$ cat config.mk
export PLATFORM = sky130hd
export DESIGN_NAME = wb_arbiter
export DESIGN_NICKNAME = d
export VERILOG_FILES = /design/src/rtl/wb_arbiter.sv
export SDC_FILE = /design/constraint.sdc
export NUM_CORES = 1
export LEC_CHECK = 0
export BUFFER_PORTS_ARGS = -buffer_cell sky130_fd_sc_hd__buf_2
export CAP_MARGIN = 20
export CORE_MARGIN = 2
export CORE_UTILIZATION = 35
export CTS_CLUSTER_SIZE = 16
export DETAILED_ROUTE_END_ITERATION = 12
export GPL_ROUTABILITY_DRIVEN = 0
export SETUP_SLACK_MARGIN = 0.4
export SKIP_CTS_REPAIR_TIMING = 1
export SLEW_MARGIN = 20
export SYNTH_ARGS = -nofsm -noshare
export SYNTH_HDL_FRONTEND = slang
export SYNTH_SLANG_ARGS = --single-unit
$ cat constraint.sdc
create_clock -name clk -period 6.3 [get_ports clk]
set_clock_uncertainty 0.15 [all_clocks]
set_input_delay 1.26 -clock clk [delete_from_list [all_inputs] [get_ports clk]]
set_output_delay 1.26 -clock clk [all_outputs]
set_load 0.02 [all_outputs]
$ cat src/rtl/wb_arbiter.sv
// Writeback arbiter: per-channel result FIFOs, round-robin grant, one registered
// register-file write per cycle. Channel 0 carries raw load data and is aligned on entry.
module wb_arbiter #(
  parameter int NUM_CH = 3,
  parameter int DEPTH  = 2,
  parameter int DATA_W = 32
) (
  input  logic                     clk,
  input  logic                     rst,
  input  logic [NUM_CH-1:0]        ch_valid,
  output logic [NUM_CH-1:0]        ch_ready,
  input  logic [NUM_CH*5-1:0]      ch_rd_s,
  input  logic [NUM_CH*DATA_W-1:0] ch_rd_v,
  input  logic [2:0]               ld_funct3,
  input  logic [1:0]               ld_addr_lo,
  output logic                     regf_we,
  output logic [4:0]               rd_sel,
  output logic [DATA_W-1:0]        rd_v
);
  // Handshake: a channel pushes on a cycle where ch_valid[i] and ch_ready[i] are both
  // high at the rising edge; ch_ready depends only on the FIFO count, never on a pop.
  localparam int PW   = $clog2(DEPTH);
  localparam int CNTW = $clog2(DEPTH + 1);
  localparam int CW   = $clog2(NUM_CH);
  localparam logic [CNTW-1:0] FULL = CNTW'(DEPTH);
  localparam logic [CW:0]     NCH  = (CW + 1)'(NUM_CH);

  logic [NUM_CH-1:0] push;
  logic [NUM_CH-1:0] pop;
  logic [NUM_CH-1:0] nonempty;
  logic [4:0]        head_rd [NUM_CH];
  logic [DATA_W-1:0] head_v  [NUM_CH];

  logic [DATA_W-1:0] ld_word;
  logic [7:0]        ld_byte;
  logic [15:0]       ld_half;
  logic [DATA_W-1:0] ld_aligned;

  always_comb begin
    ld_word = ch_rd_v[DATA_W-1:0];
    ld_byte = ld_word[{ld_addr_lo, 3'b000} +: 8];
    ld_half = ld_word[{ld_addr_lo[1], 4'b0000} +: 16];
    case (ld_funct3)
      3'b000:  ld_aligned = {{(DATA_W-8){ld_byte[7]}}, ld_byte};
      3'b100:  ld_aligned = {{(DATA_W-8){1'b0}}, ld_byte};
      3'b001:  ld_aligned = {{(DATA_W-16){ld_half[15]}}, ld_half};
      3'b101:  ld_aligned = {{(DATA_W-16){1'b0}}, ld_half};
      default: ld_aligned = ld_word;
    endcase
  end

  for (genvar i = 0; i < NUM_CH; i++) begin : g_ch
    logic [4:0]        mem_rd [DEPTH];
    logic [DATA_W-1:0] mem_v  [DEPTH];
    logic [PW-1:0]     wptr;
    logic [PW-1:0]     rptr;
    logic [CNTW-1:0]   count;
    logic [DATA_W-1:0] in_v;

    if (i == 0) begin : g_ld
      assign in_v = ld_aligned;
    end else begin : g_raw
      assign in_v = ch_rd_v[i*DATA_W +: DATA_W];
    end

    assign ch_ready[i] = (count != FULL);
    assign push[i]     = ch_valid[i] && ch_ready[i];
    assign nonempty[i] = (count != '0);
    assign head_rd[i]  = mem_rd[rptr];
    assign head_v[i]   = mem_v[rptr];

    always_ff @(posedge clk) begin
      if (!rst && push[i]) begin
        mem_rd[wptr] <= ch_rd_s[i*5 +: 5];
        mem_v[wptr]  <= in_v;
      end
    end

    // DEPTH is a power of two, so the pointers wrap by natural overflow.
    always_ff @(posedge clk) begin
      if (rst) begin
        wptr  <= '0;
        rptr  <= '0;
        count <= '0;
      end else begin
        if (push[i]) wptr <= wptr + 1'b1;
        if (pop[i])  rptr <= rptr + 1'b1;
        if (push[i] && !pop[i])      count <= count + 1'b1;
        else if (!push[i] && pop[i]) count <= count - 1'b1;
      end
    end
  end

  logic [CW-1:0] ptr;
  logic [CW-1:0] grant_idx;
  logic          grant_any;
  logic [CW:0]   cand;

  // Scan channels starting at ptr; first non-empty one wins.
  always_comb begin
    grant_any = 1'b0;
    grant_idx = '0;
    cand      = '0;
    pop       = '0;
    for (int k = 0; k < NUM_CH; k++) begin
      cand = {1'b0, ptr} + (CW + 1)'(k);
      if (cand >= NCH) cand = cand - NCH;
      if (!grant_any && nonempty[cand[CW-1:0]]) begin
        grant_any = 1'b1;
        grant_idx = cand[CW-1:0];
      end
    end
    if (grant_any) pop[grant_idx] = 1'b1;
  end

  // Writes to x0 still retire the entry but never assert the write enable.
  always_ff @(posedge clk) begin
    if (rst) begin
      ptr     <= '0;
      regf_we <= 1'b0;
      rd_sel  <= '0;
      rd_v    <= '0;
    end else if (grant_any) begin
      ptr     <= (grant_idx == CW'(NUM_CH - 1)) ? '0 : grant_idx + 1'b1;
      regf_we <= (head_rd[grant_idx] != 5'd0);
      rd_sel  <= head_rd[grant_idx];
      rd_v    <= head_v[grant_idx];
    end else begin
      regf_we <= 1'b0;
    end
  end
endmodule
After elaboration in Yosys (flattened, before gate mapping). Memory sizes are Yosys's and may differ from the RTL's. A register that Yosys moved wholly into a read port is not among the register bits. Index checks and enable logic that the tools add are counted.

Flip-flop bits (word level): 52. Latch bits: 0. Memory bits (writable): 222. Memory bits (read-only): 0. Input port bits: 121. Output and inout port bits: 41. Word-level logic and storage cells: 140. Memories: 6.

Add/sub/neg operators: 18. Multipliers: 0. Divide/modulo/power cells: 0. Order comparisons: 9. Equality and inequality tests: 7. Shift operators: 2. Muxes and demuxes: 50. Bitwise logic cells: 2. Reductions and logical operators: 33.

Memory list: g_ch[0].mem_v (depth 2, bits a word 32, rd ports 1, clocked after memory_dff 1, wr ports 1, line 54) `logic [DATA_W-1:0] mem_v [DEPTH];`; g_ch[1].mem_v (depth 2, bits a word 32, rd ports 1, clocked after memory_dff 1, wr ports 1, line 54); g_ch[2].mem_v (depth 2, bits a word 32, rd ports 1, clocked after memory_dff 1, wr ports 1, line 54); g_ch[0].mem_rd (depth 2, bits a word 5, rd ports 1, clocked after memory_dff 1, wr ports 1, line 53) `logic [4:0] mem_rd [DEPTH];`; g_ch[1].mem_rd (depth 2, bits a word 5, rd ports 1, clocked after memory_dff 1, wr ports 1, line 53); g_ch[2].mem_rd (depth 2, bits a word 5, rd ports 1, clocked after memory_dff 1, wr ports 1, line 53).

Operators by type and width (count): one-hot mux 32 bit (4 select lines) (1); binary-select mux 32 bit (select 2 bit) (1); 2-to-1 mux 32 bit (2); indexed part select 32 x 6 -> 16 bit (1); indexed part select 32 x 6 -> 8 bit (1); 2-to-1 mux 2 bit (13); 2-to-1 mux 1 bit (25); logical AND 1 bit (15); less-than comparator 2 x 3 -> 1 bit (second input constant) (4); nonzero test 2 bit (6); binary-select mux 5 bit (select 2 bit) (1); 2-to-1 mux 5 bit (2); logical NOT 1 bit (9); adder 2 x 1 -> 2 bit (second input constant) (4); adder 1 bit (second input constant) (6); binary-select mux 1 bit (select 2 bit) (3); == test 3 bit (second input constant) (2); greater-or-equal comparator 3 x 2 -> 1 bit (second input constant) (2); inequality test 2 bit (second input constant) (3); subtractor 2 x 1 -> 2 bit (second input constant) (3); subtractor 2 bit (second input constant) (3); nonzero test 5 bit (1); adder 2 x 1 -> 3 bit (second input constant) (1); adder 2 x 2 -> 3 bit (second input constant) (1); 11 further kinds (11).

Longest topological paths before layout. Gate-level depths: netlist of the first run.

Word-level depth: 19. Mapped depth: 13. Depth with buffers taken out: 11.

Least setup slack after synthesis of the first run. OpenSTA, ideal clock, no wires.

Kind: in2reg. Start point: in rst. End point: mem g_ch[0].mem_rd[1][0], enable pin. Arrival: 4.395 ns. Data required time: 5.665 ns. Slack: 1.270 ns. Stages on the path: 3. Buffers on the path: 2. Cells stage by stage: clkbuf_1 -> clkbuf_1 -> nor3b_1.

Longest elaborated chain between the ends: 4.

Ends and longest elaborated chain: start, declared (line 9) `input logic rst,`; logical NOT 1 bit (line 73) `if (!rst && push[i]) begin`; logical AND 1 bit (line 73); 2-to-1 mux 1 bit (line 73); 2-to-1 mux 1 bit (implied by the code) (line 74) `mem_rd[wptr] <= ch_rd_s[i*5 +: 5];`; end, declared (line 53).

No other way between the ends.

Worst setup path after layout of the first run.
Start point: reg ptr[0]. End point: reg rd_v[29].

Longest elaborated chain between the ends: 15.

Ends and longest elaborated chain: start, declared (line 94) `logic [CW-1:0] ptr;`; start signal, assigned (line 124) `ptr <= (grant_idx == CW'(NUM_CH - 1)) ? '0 : grant_idx + 1'b1;`; branches (longest 15 deep; another with adder 2 x 1 -> 3 bit); end signal, assigned (line 127) `rd_v <= head_v[grant_idx];`; end, declared (line 18) `output logic [DATA_W-1:0] rd_v`.

Several ways; the timed one is not identified. The select of a mux whose other input is x is not followed. A chain may end at the register's enable or synchronous reset.

==> results of run 1 <==
cell usage after synthesis (2+ instances only):
cell type | instances | area share, %
edfxtp_1 | 222 | 59
mux2i_1 | 96 | 8.5
nor2_1 | 88 | 2.9
nand2_1 | 57 | 1.9
dfxtp_1 | 55 | 9.7
o22ai_1 | 36 | 2.0
nor3_1 | 34 | 1.5
mux2_2 | 22 | 2.2
a21oi_1 | 20 | 0.89
clkbuf_1 | 20 | 0.66
a221oi_1 | 15 | 1.2
buf_2 | 15 | 0.66
o21ai_0 | 15 | 0.66
inv_1 | 14 | 0.46
xor2_1 | 11 | 0.85
a221oi_2 | 7 | 0.93
buf_6 | 7 | 0.70
o211ai_1 | 6 | 0.40
a22oi_1 | 5 | 0.33
ha_1 | 5 | 0.55
buf_1 | 4 | 0.13
buf_4 | 4 | 0.27
nor2b_1 | 4 | 0.22
or3_1 | 4 | 0.22
a211oi_2 | 3 | 0.33
nand2b_1 | 3 | 0.17
nor3b_1 | 3 | 0.20
o22a_1 | 3 | 0.23
o31a_1 | 3 | 0.23
and3_1 | 2 | 0.11
o221ai_2 | 2 | 0.27
or2b_1 | 2 | 0.13
worst min-delay path, stage by stage (launching register included):
cell	delay [ns]
dfxtp_1	0.32
nand2_1	0.06
a21oi_1	0.05
metal layers:
metal / up-vias / GRT usage (%) / routed length [um]
met5: - / 0 / 23
met4: 4 / 3.97 / 569
met3: 45 / 2.77 / 1390
met2: 203 / 27.7 / 13500
met1: 3388 / 20.9 / 12000
li1: 3349 / - / -
report_power, final:
part | switching, W | total, W | internal (W)
Sequential | 0.000129 | 0.00238 | 0.00225
Combinational | 0.00118 | 0.00182 | 0.000645
Clock | 0.000690 | 0.00162 | 0.000934
cell families after synthesis:
kind of cell    count (synthesis)  synth area share [%]
compound gates                121                  7.98
xor+xnor                       12                 0.930
fa+ha+maj                       6                 0.653
buf+inv                        65                  2.93
flops                         277                  68.7
mux                           118                  10.7
simple gates                  205                  8.10
worst paths after layout:
kind,start,end,slack (ns),cells past startpoint
worst min register to register,ptr[1],ptr[1],0.33,2
worst max-delay path,ptr[0],rd_v[29],3.31,7
worst min-delay path,ptr[1],ptr[1],0.33,2
worst max register to register,ptr[0],rd_v[29],3.31,7
area by class of cell:
type	count	area, um^2
clock buffers	44	813
inverters	14	52.6
multi-input cells	462	3250
repair buffers	175	915
well taps	402	503
diodes	2	5.00
clock inverters	11	96.3
fillers	2963	18300
flip-flops and latches	277	7770
per-stage QoR:
step                      hold WS (ns)  instance area (um^2)  instances
after floorplan                  0.303                 11300        804
after global placement           0.319                 12500       1329
after detailed placement         0.322                 12500       1329
after CTS                        0.331                 13400       1384
after global routing             0.362                 13400       1386
final                            0.328                 13400       1387
state kept, by name, indices dropped and copies added, names as in the netlist, named ones only:
signal and count:
g_ch.mem_v 192, rd_v 32, g_ch.mem_rd 30, g_ch.count 6, rd_sel 5, g_ch.rptr 3
g_ch.wptr 3, ptr 2, regf_we 1
==> results.sh, run 1 <==
export IMPL_wl_mm=27.5
export IMPL_root_buffer="clkbuf_16"
export IMPL_path_cells="inv_1 -> ha_1 -> nor3_1 -> o21ai_0 -> nand3_2 -> nor3_1 -> nor3_1"
export IMPL_final_nets=1086
export IMPL_dr_pass1_iters=5
export IMPL_dp_slack_ns=2.94
export IMPL_io_pins=162
export IMPL_crit_required_ns=6.55
export IMPL_slowest_stage="nand3_2"
export IMPL_clk_path_buf_depth=3
export IMPL_crit_family="simple AND/OR/NAND/NOR gates"
export IMPL_hold_path_class="reg2reg"
export IMPL_period_share_pct=47.4
export IMPL_end_kind="flip-flop"
export IMPL_syn2layout_area_growth_pct=18.6
export IMPL_final_setup_worst_slack_ns=3.31
export IMPL_setup_viol=0
export IMPL_grt_overflow=0
export IMPL_synthFlopType="edfxtp_1"
export IMPL_hold_viol_final=0
export IMPL_start_util_pct=35.6
export IMPL_async_flop_share_pct=0
export IMPL_max_slew_margin_pct=45.7
export IMPL_synth_seq_cells=277
export IMPL_die_h_um=184
export IMPL_critPathMaxStageDelay_ns=0.68
export IMPL_port_buffers=161
export IMPL_drc=0
export IMPL_synth_cell_types=49
export IMPL_rsz0062_at_grt="no"
export IMPL_power_leakage_nw=4.90
export IMPL_fin_util_pct=42.3
export IMPL_grt_total_usage_pct=16.0
export IMPL_ant_nets=0
export IMPL_clock_latency_ns=0.56
export IMPL_h_tree_depth=1
export IMPL_max_cap_violations=0
export IMPL_critical_path_buf_inv_count=1
export IMPL_status="finished clean"
export IMPL_worstPathMaxFanout=35
export IMPL_grt_pass1_wl_mm=40.6
export IMPL_cts_buffers=30
export IMPL_dieArea_um2=33800
export IMPL_antenna_found_initial=4
export IMPL_fmax_mhz=335
export IMPL_mostFrequentLayoutCells="edfxtp_1, buf_2, mux2i_1, nor2_1, nand2_1"
export IMPL_power_density_nw_per_um2=435
export IMPL_core_area_um2=31700
export IMPL_final_common_cell="edfxtp_1"
export IMPL_post_drt_wl_per_cell_um=19.8
export IMPL_grt_pass1_vias=6911
export IMPL_grt_start_max_net_pins=62
export IMPL_synthesis_instances=804
export IMPL_vias=6989
export IMPL_syn_nets=930
export IMPL_worstPathArrival_ns=3.24
export IMPL_synth_edff_count=222
export IMPL_setup_tns_ns=0
export IMPL_drive_gt1_share_pct=27.4
export IMPL_finalPower_w=0.00583
export IMPL_avgSynthCellArea_um2=14.1
export IMPL_drt_iter0_markers=452
export IMPL_dp_hpwl_mm=18.5
export IMPL_ys_seq_area_share_pct=68.7
export IMPL_cts_tree="done"
export IMPL_path_class="reg2reg"
export IMPL_die_w_um=184
export IMPL_yosys_warnings=0
export IMPL_tightest_slew_ns=0.814
export IMPL_clk_pin_slew_ns=0.06
export IMPL_synth_area_um2=11300
export IMPL_maxSlewViolCount=0
export IMPL_startpoint_type="flip-flop"
export IMPL_cts_sinks=277
export IMPL_vias_per_cell=5.04
export IMPL_ir_worst_vdd_uv=249
export IMPL_rows=65
export IMPL_fin_crit_ns=2.99
export IMPL_path_common_cell="nor3_1"
(Power assumes the default switching activity.)
==> inputs of run 2 (changes only) <==
ABC_AREA = 1   (was default)
clock period = 2.7 ns   (was 6.3 ns; I/O delays follow)
==> results.sh, run 2 <==
export IMPL_status="finished clean"
export IMPL_dr_pass1_iters=7
export IMPL_synth_seq_cells=277
export IMPL_synth_cell_types=42
export IMPL_die_w_um=185
export IMPL_largest_register_ffs=192
export IMPL_end_kind="flip-flop"
export IMPL_synthFlopType="edfxtp_1"
export IMPL_drt_iter0_markers=697
export IMPL_yosys_area_top_type_share_pct=57.9
export IMPL_ys_seq_area_share_pct=67.5
export IMPL_drc=0
export IMPL_maxSlewViolCount=0
export IMPL_synthTopCellsByArea="edfxtp_1, dfxtp_1, nand2_1"
export IMPL_comb_power_share_pct=46.9
export IMPL_drive_gt1_share_pct=26.1
export IMPL_max_cap_violations=0
export IMPL_setup_viol=0
export IMPL_synthesis_instances=1022
export IMPL_final_cells=1680
export IMPL_tightest_slew_ns=0.882
export IMPL_port_buffers=161
export IMPL_startpoint_type="flip-flop"
export IMPL_synth_area_um2=11500
export IMPL_yosysTopAreaCell="edfxtp_1"
export IMPL_clock_latency_ns=0.55
export IMPL_hold_viol_final=0
export IMPL_syn2layout_area_growth_pct=23.6
export IMPL_root_buffer="clkbuf_16"
export IMPL_ant_nets=0
export IMPL_cts_buffers=30
export IMPL_period_share_pct=90.6
export IMPL_grt_total_usage_pct=17.5
export IMPL_cts_tree="done"
export IMPL_clk_pin_slew_ns=0.06
export IMPL_avgSynthCellArea_um2=11.3
export IMPL_r2r_slack_ns=0.25
export IMPL_vias=8330
export IMPL_start_util_pct=35.5
export IMPL_synth_commonest_cells="nand2_1, edfxtp_1, nor2_1, inv_1, nand3_1"
export IMPL_regMostFlops="g_ch.mem_v"
export IMPL_hold_path_class="in2reg"
export IMPL_grt_pass1_vias=7765
export IMPL_post_drt_wl_per_cell_um=18.3
export IMPL_synth_most_common_cell="nand2_1"
export IMPL_p_switching_w=0.00734
export IMPL_final_nets=1338
export IMPL_antenna_found_initial=2
export IMPL_internal_power_w=0.0105
export IMPL_ir_worst_vdd_uv=822
export IMPL_yosys_warnings=0
export IMPL_dieArea_um2=34400
export IMPL_async_flop_share_pct=0
export IMPL_grt_start_max_net_pins=39
export IMPL_fmax_mhz=409
export IMPL_vias_per_cell=4.96
export IMPL_clk_path_buf_depth=3
export IMPL_io_pins=162
export IMPL_fin_crit_ns=2.45
export IMPL_setup_tns_ns=0
export IMPL_synth_edff_count=222
export IMPL_largest_registers="g_ch.mem_v (192), rd_v (32), g_ch.mem_rd (30)"
export IMPL_power_density_nw_per_um2=1250
export IMPL_mostFrequentLayoutCells="nand2_1, edfxtp_1, buf_2, inv_1, nor2_1"
export IMPL_cts_sinks=277
export IMPL_power_leakage_nw=5.71
export IMPL_path_class="reg2reg"
export IMPL_h_tree_depth=1
export IMPL_placed_cells=1611
export IMPL_rsz0062_at_grt="yes"
export IMPL_p_clk_share_pct=22.0
export IMPL_pwr_share_seq_pct=31.1
export IMPL_crit_required_ns=2.99
export IMPL_die_h_um=185
export IMPL_rows=66
export IMPL_max_slew_margin_pct=41.1
export IMPL_dp_hpwl_mm=21.6
export IMPL_core_area_um2=32500
export IMPL_final_common_cell="nand2_1"
export IMPL_worstPathMaxFanout=6
export IMPL_syn_nets=1148
export IMPL_p_sw_share_pct=41.2
export IMPL_grt_pass1_wl_mm=45.2
export IMPL_wl_mm=30.8
export IMPL_worstPathArrival_ns=2.73
export IMPL_grt_overflow=0
-- run 2: cell type report --
| class | instances | area [um^2] |
|---|---|---|
| clock buffer | 38 | 812 |
| sequential | 277 | 7780 |
| tap | 442 | 553 |
| multi-input combinational | 621 | 3420 |
| fill | 3060 | 18200 |
| timing repair buffer | 205 | 1230 |
| clock inverter | 18 | 136 |
| antenna | 2 | 5.00 |
| inverter | 77 | 294 |
-- run 2: metrics by stage --
step / instance area (um^2) / power [W] / hold WS (ns) / setup WS, ns / utilization [%]
finish: 14200 / 0.0178 / 0.0338 / 0.254 / 43.8
global route: 14200 / 0.0189 / 0.0176 / 0.127 / 43.8
CTS: 14000 / 0.0171 / 0.0113 / 0.130 / 43.1
detailed placement: 13000 / 0.0131 / 0.291 / 0.143 / 40.2
global placement: 13000 / 0.0130 / 0.288 / 0.207 / 40.2
floorplan: 11600 / 0.0108 / 0.276 / 0.320 / -
-- run 2: cell families (layout without fill, tap and decap cells) --
family	after synthesis	count (layout)	synth area share [%]
adder cells (fa/ha/maj)	5	5	0.543
other	0	2	0
buffers and inverters	125	338	4.83
flip-flops	277	277	67.5
AO/OA/AOI/OAI	158	158	8.17
multiplexers	42	42	3.65
AND/OR/NAND/NOR	415	416	15.3
-- run 2: power groups by stage --
stage / logic (W) / registers [W] / clock network [W]
final: 0.00835 / 0.00554 / 0.00391
after global routing: 0.00913 / 0.00560 / 0.00416
after CTS: 0.00754 / 0.00554 / 0.00399
after detailed placement: 0.00749 / 0.00563 / 0
after global placement: 0.00741 / 0.00561 / 0
after floorplan: 0.00495 / 0.00581 / 0
-- run 2: worst max-delay path, cell delays in order, from the launching register on --
cell	delay, ns
dfxtp_4	0.37
inv_2	0.05
ha_4	0.28
inv_4	0.05
nand2_4	0.07
nand3_2	0.07
nand2_2	0.11
inv_2	0.07
nand3_2	0.07
nand2_2	0.06
nand2_4	0.13
nand2_4	0.08
nor2_4	0.12
inv_2	0.07
ha_4	0.22
a21oi_2	0.12
o21ai_2	0.08
o21ai_1	0.13
a21oi_1	0.04
-- run 2: per-layer routing --
metal  share of wire, %  vias to the layer above  GRT usage (%)
li1                   -                     3964              -
met3                7.1                       47           2.75
met2                 48                      287           28.5
met1                 43                     4030           24.7
met5              0.052                        -              0
met4                1.6                        2           4.00
-- run 2: path summary, 6_finish.rpt --
check                                   from                   end  depth (start not counted)
worst max-delay path                  ptr[0]      g_ch[0].count[1]                         18
worst min-delay path              ch_rd_s[3]  g_ch[0].mem_rd[1][3]                          1
worst max register to register        ptr[0]      g_ch[0].count[1]                         18
worst min register to register  g_ch[2].rptr          g_ch[2].rptr                          1
==> inputs of run 3 (changes only) <==
CORE_UTILIZATION = 50   (was 35)
PLACE_DENSITY = 0.71   (was default)
clock period = 2.65 ns   (was 2.7 ns; I/O delays follow)
==> results.sh, run 3 (synthesized netlist as in run 2, its figures left out) <==
export IMPL_fin_crit_ns=2.43
export IMPL_crit_required_ns=2.91
export IMPL_h_tree_depth=1
export IMPL_grt_overflow=0
export IMPL_hold_ws_ns=0.0415
export IMPL_startpoint_type="flip-flop"
export IMPL_setup_tns_ns=0
export IMPL_syn2layout_area_growth_pct=22.8
export IMPL_root_buffer="clkbuf_16"
export IMPL_crit_family="simple AND/OR/NAND/NOR gates"
export IMPL_p_sw_share_pct=41.5
export IMPL_wl_mm=29.5
export IMPL_grt_pass1_vias=7767
export IMPL_status="finished clean"
export IMPL_dp_hpwl_mm=19.6
export IMPL_largest_registers="g_ch.mem_v (192), rd_v (32), g_ch.mem_rd (30)"
export IMPL_fmax_mhz=412
export IMPL_drt_iter0_markers=750
export IMPL_mostFrequentLayoutCells="nand2_1, edfxtp_1, buf_2, nor2_1, inv_1"
export IMPL_ant_nets=0
export IMPL_regMostFlops="g_ch.mem_v"
export IMPL_rsz0062_at_grt="yes"
export IMPL_largest_register_ffs=192
export IMPL_vias=8423
export IMPL_clock_latency_ns=0.52
export IMPL_final_common_cell="nand2_1"
export IMPL_power_leakage_nw=5.73
export IMPL_dr_pass1_iters=7
export IMPL_power_density_nw_per_um2=1320
export IMPL_cts_buffers=27
export IMPL_dieArea_um2=24300
export IMPL_cts_sinks=277
export IMPL_period_share_pct=91.6
export IMPL_antenna_found_initial=1
export IMPL_slowest_stage="nor2_1"
export IMPL_p_clk_share_pct=21.0
export IMPL_end_kind="flip-flop"
export IMPL_path_class="reg2reg"
export IMPL_maxSlewViolCount=0
export IMPL_die_w_um=156
export IMPL_ir_worst_vdd_uv=1030
export IMPL_cts_tree="done"
export IMPL_finalPower_w=0.0186
export IMPL_critPathMaxStageDelay_ns=0.37
export IMPL_hold_path_class="in2reg"
export IMPL_hold_viol_final=0
export IMPL_internal_power_w=0.0109
export IMPL_worstPathMaxFanout=21
export IMPL_grt_pass1_wl_mm=43.2
export IMPL_final_nets=1338
export IMPL_start_util_pct=50.8
export IMPL_drive_gt1_share_pct=26.9
export IMPL_io_pins=162
export IMPL_worstPathArrival_ns=2.68
export IMPL_path_cells="nor2_1 -> nand2_4 -> nand3_4 -> nand2_4 -> nor2_4 -> nand3_2 -> nand2_4 -> buf_8 -> ha_4 -> a21oi_1 -> o21ai_1 -> o21ai_1 -> a21oi_1"
export IMPL_drc=0
export IMPL_core_area_um2=22600
export IMPL_critical_path_buf_inv_count=1
export IMPL_path_common_cell="nand2_4"
export IMPL_final_cells=1518
export IMPL_post_drt_wl_per_cell_um=19.5
export IMPL_comb_power_share_pct=48.6
export IMPL_placed_cells=1449
export IMPL_clk_pin_slew_ns=0.07
export IMPL_pwr_share_seq_pct=30.4
export IMPL_rows=55
export IMPL_grt_start_max_net_pins=38
export IMPL_clk_path_buf_depth=3
export IMPL_port_buffers=161
export IMPL_setup_viol=0
export IMPL_max_cap_violations=0
export IMPL_vias_per_cell=5.55
export IMPL_grt_total_usage_pct=23.3
export IMPL_max_slew_margin_pct=52.8
export IMPL_p_switching_w=0.00774
export IMPL_tightest_slew_ns=0.709
export IMPL_die_h_um=156
[run 3: final cells by class]
cell class                 count  area [um^2]
timing repair buffer         207         1240
clock buffer                  30          707
clock inverter                19          200
antenna                        1         2.50
multi-input combinational    622         3540
tap                          285          357
inverter                      77          304
fill                        1683         8510
sequential                   277         7770
[run 3: final timing paths]
kind	slack (ns)	end	from	depth (start not counted)
min	0.04	g_ch[2].mem_v[1][17]	ch_rd_v[81]	1
min reg2reg	0.31	g_ch[2].rptr	g_ch[2].rptr	1
max reg2reg	0.22	g_ch[2].count[1]	g_ch[0].count[1]	13
max	0.22	g_ch[2].count[1]	g_ch[0].count[1]	13
[run 3: power by group through the flow]
stage	clock network [W]	logic (W)	registers [W]
floorplan	0	0.00523	0.00592
global placement	0	0.00735	0.00572
detailed placement	0	0.00749	0.00574
CTS	0.00394	0.00755	0.00565
global route	0.00412	0.00978	0.00570
finish	0.00391	0.00906	0.00566
[run 3: metrics by stage]
step	util, %	instance area, um^2	setup WS, ns
final	62.4	14100	0.222
after global routing	62.4	14100	0.101
after CTS	60.6	13700	0.123
after detailed placement	56.6	12800	0.0464
after global placement	56.6	12800	0.0923
after floorplan	-	11700	0.371
[run 3: routing by layer]
metal,track usage (%),vias to the layer above,share of wire [%]
met4,5.11,0,1.4
met5,0,-,0
met2,40.0,385,50
met3,3.39,37,8.3
met1,31.7,4039,40
li1,-,3962,-
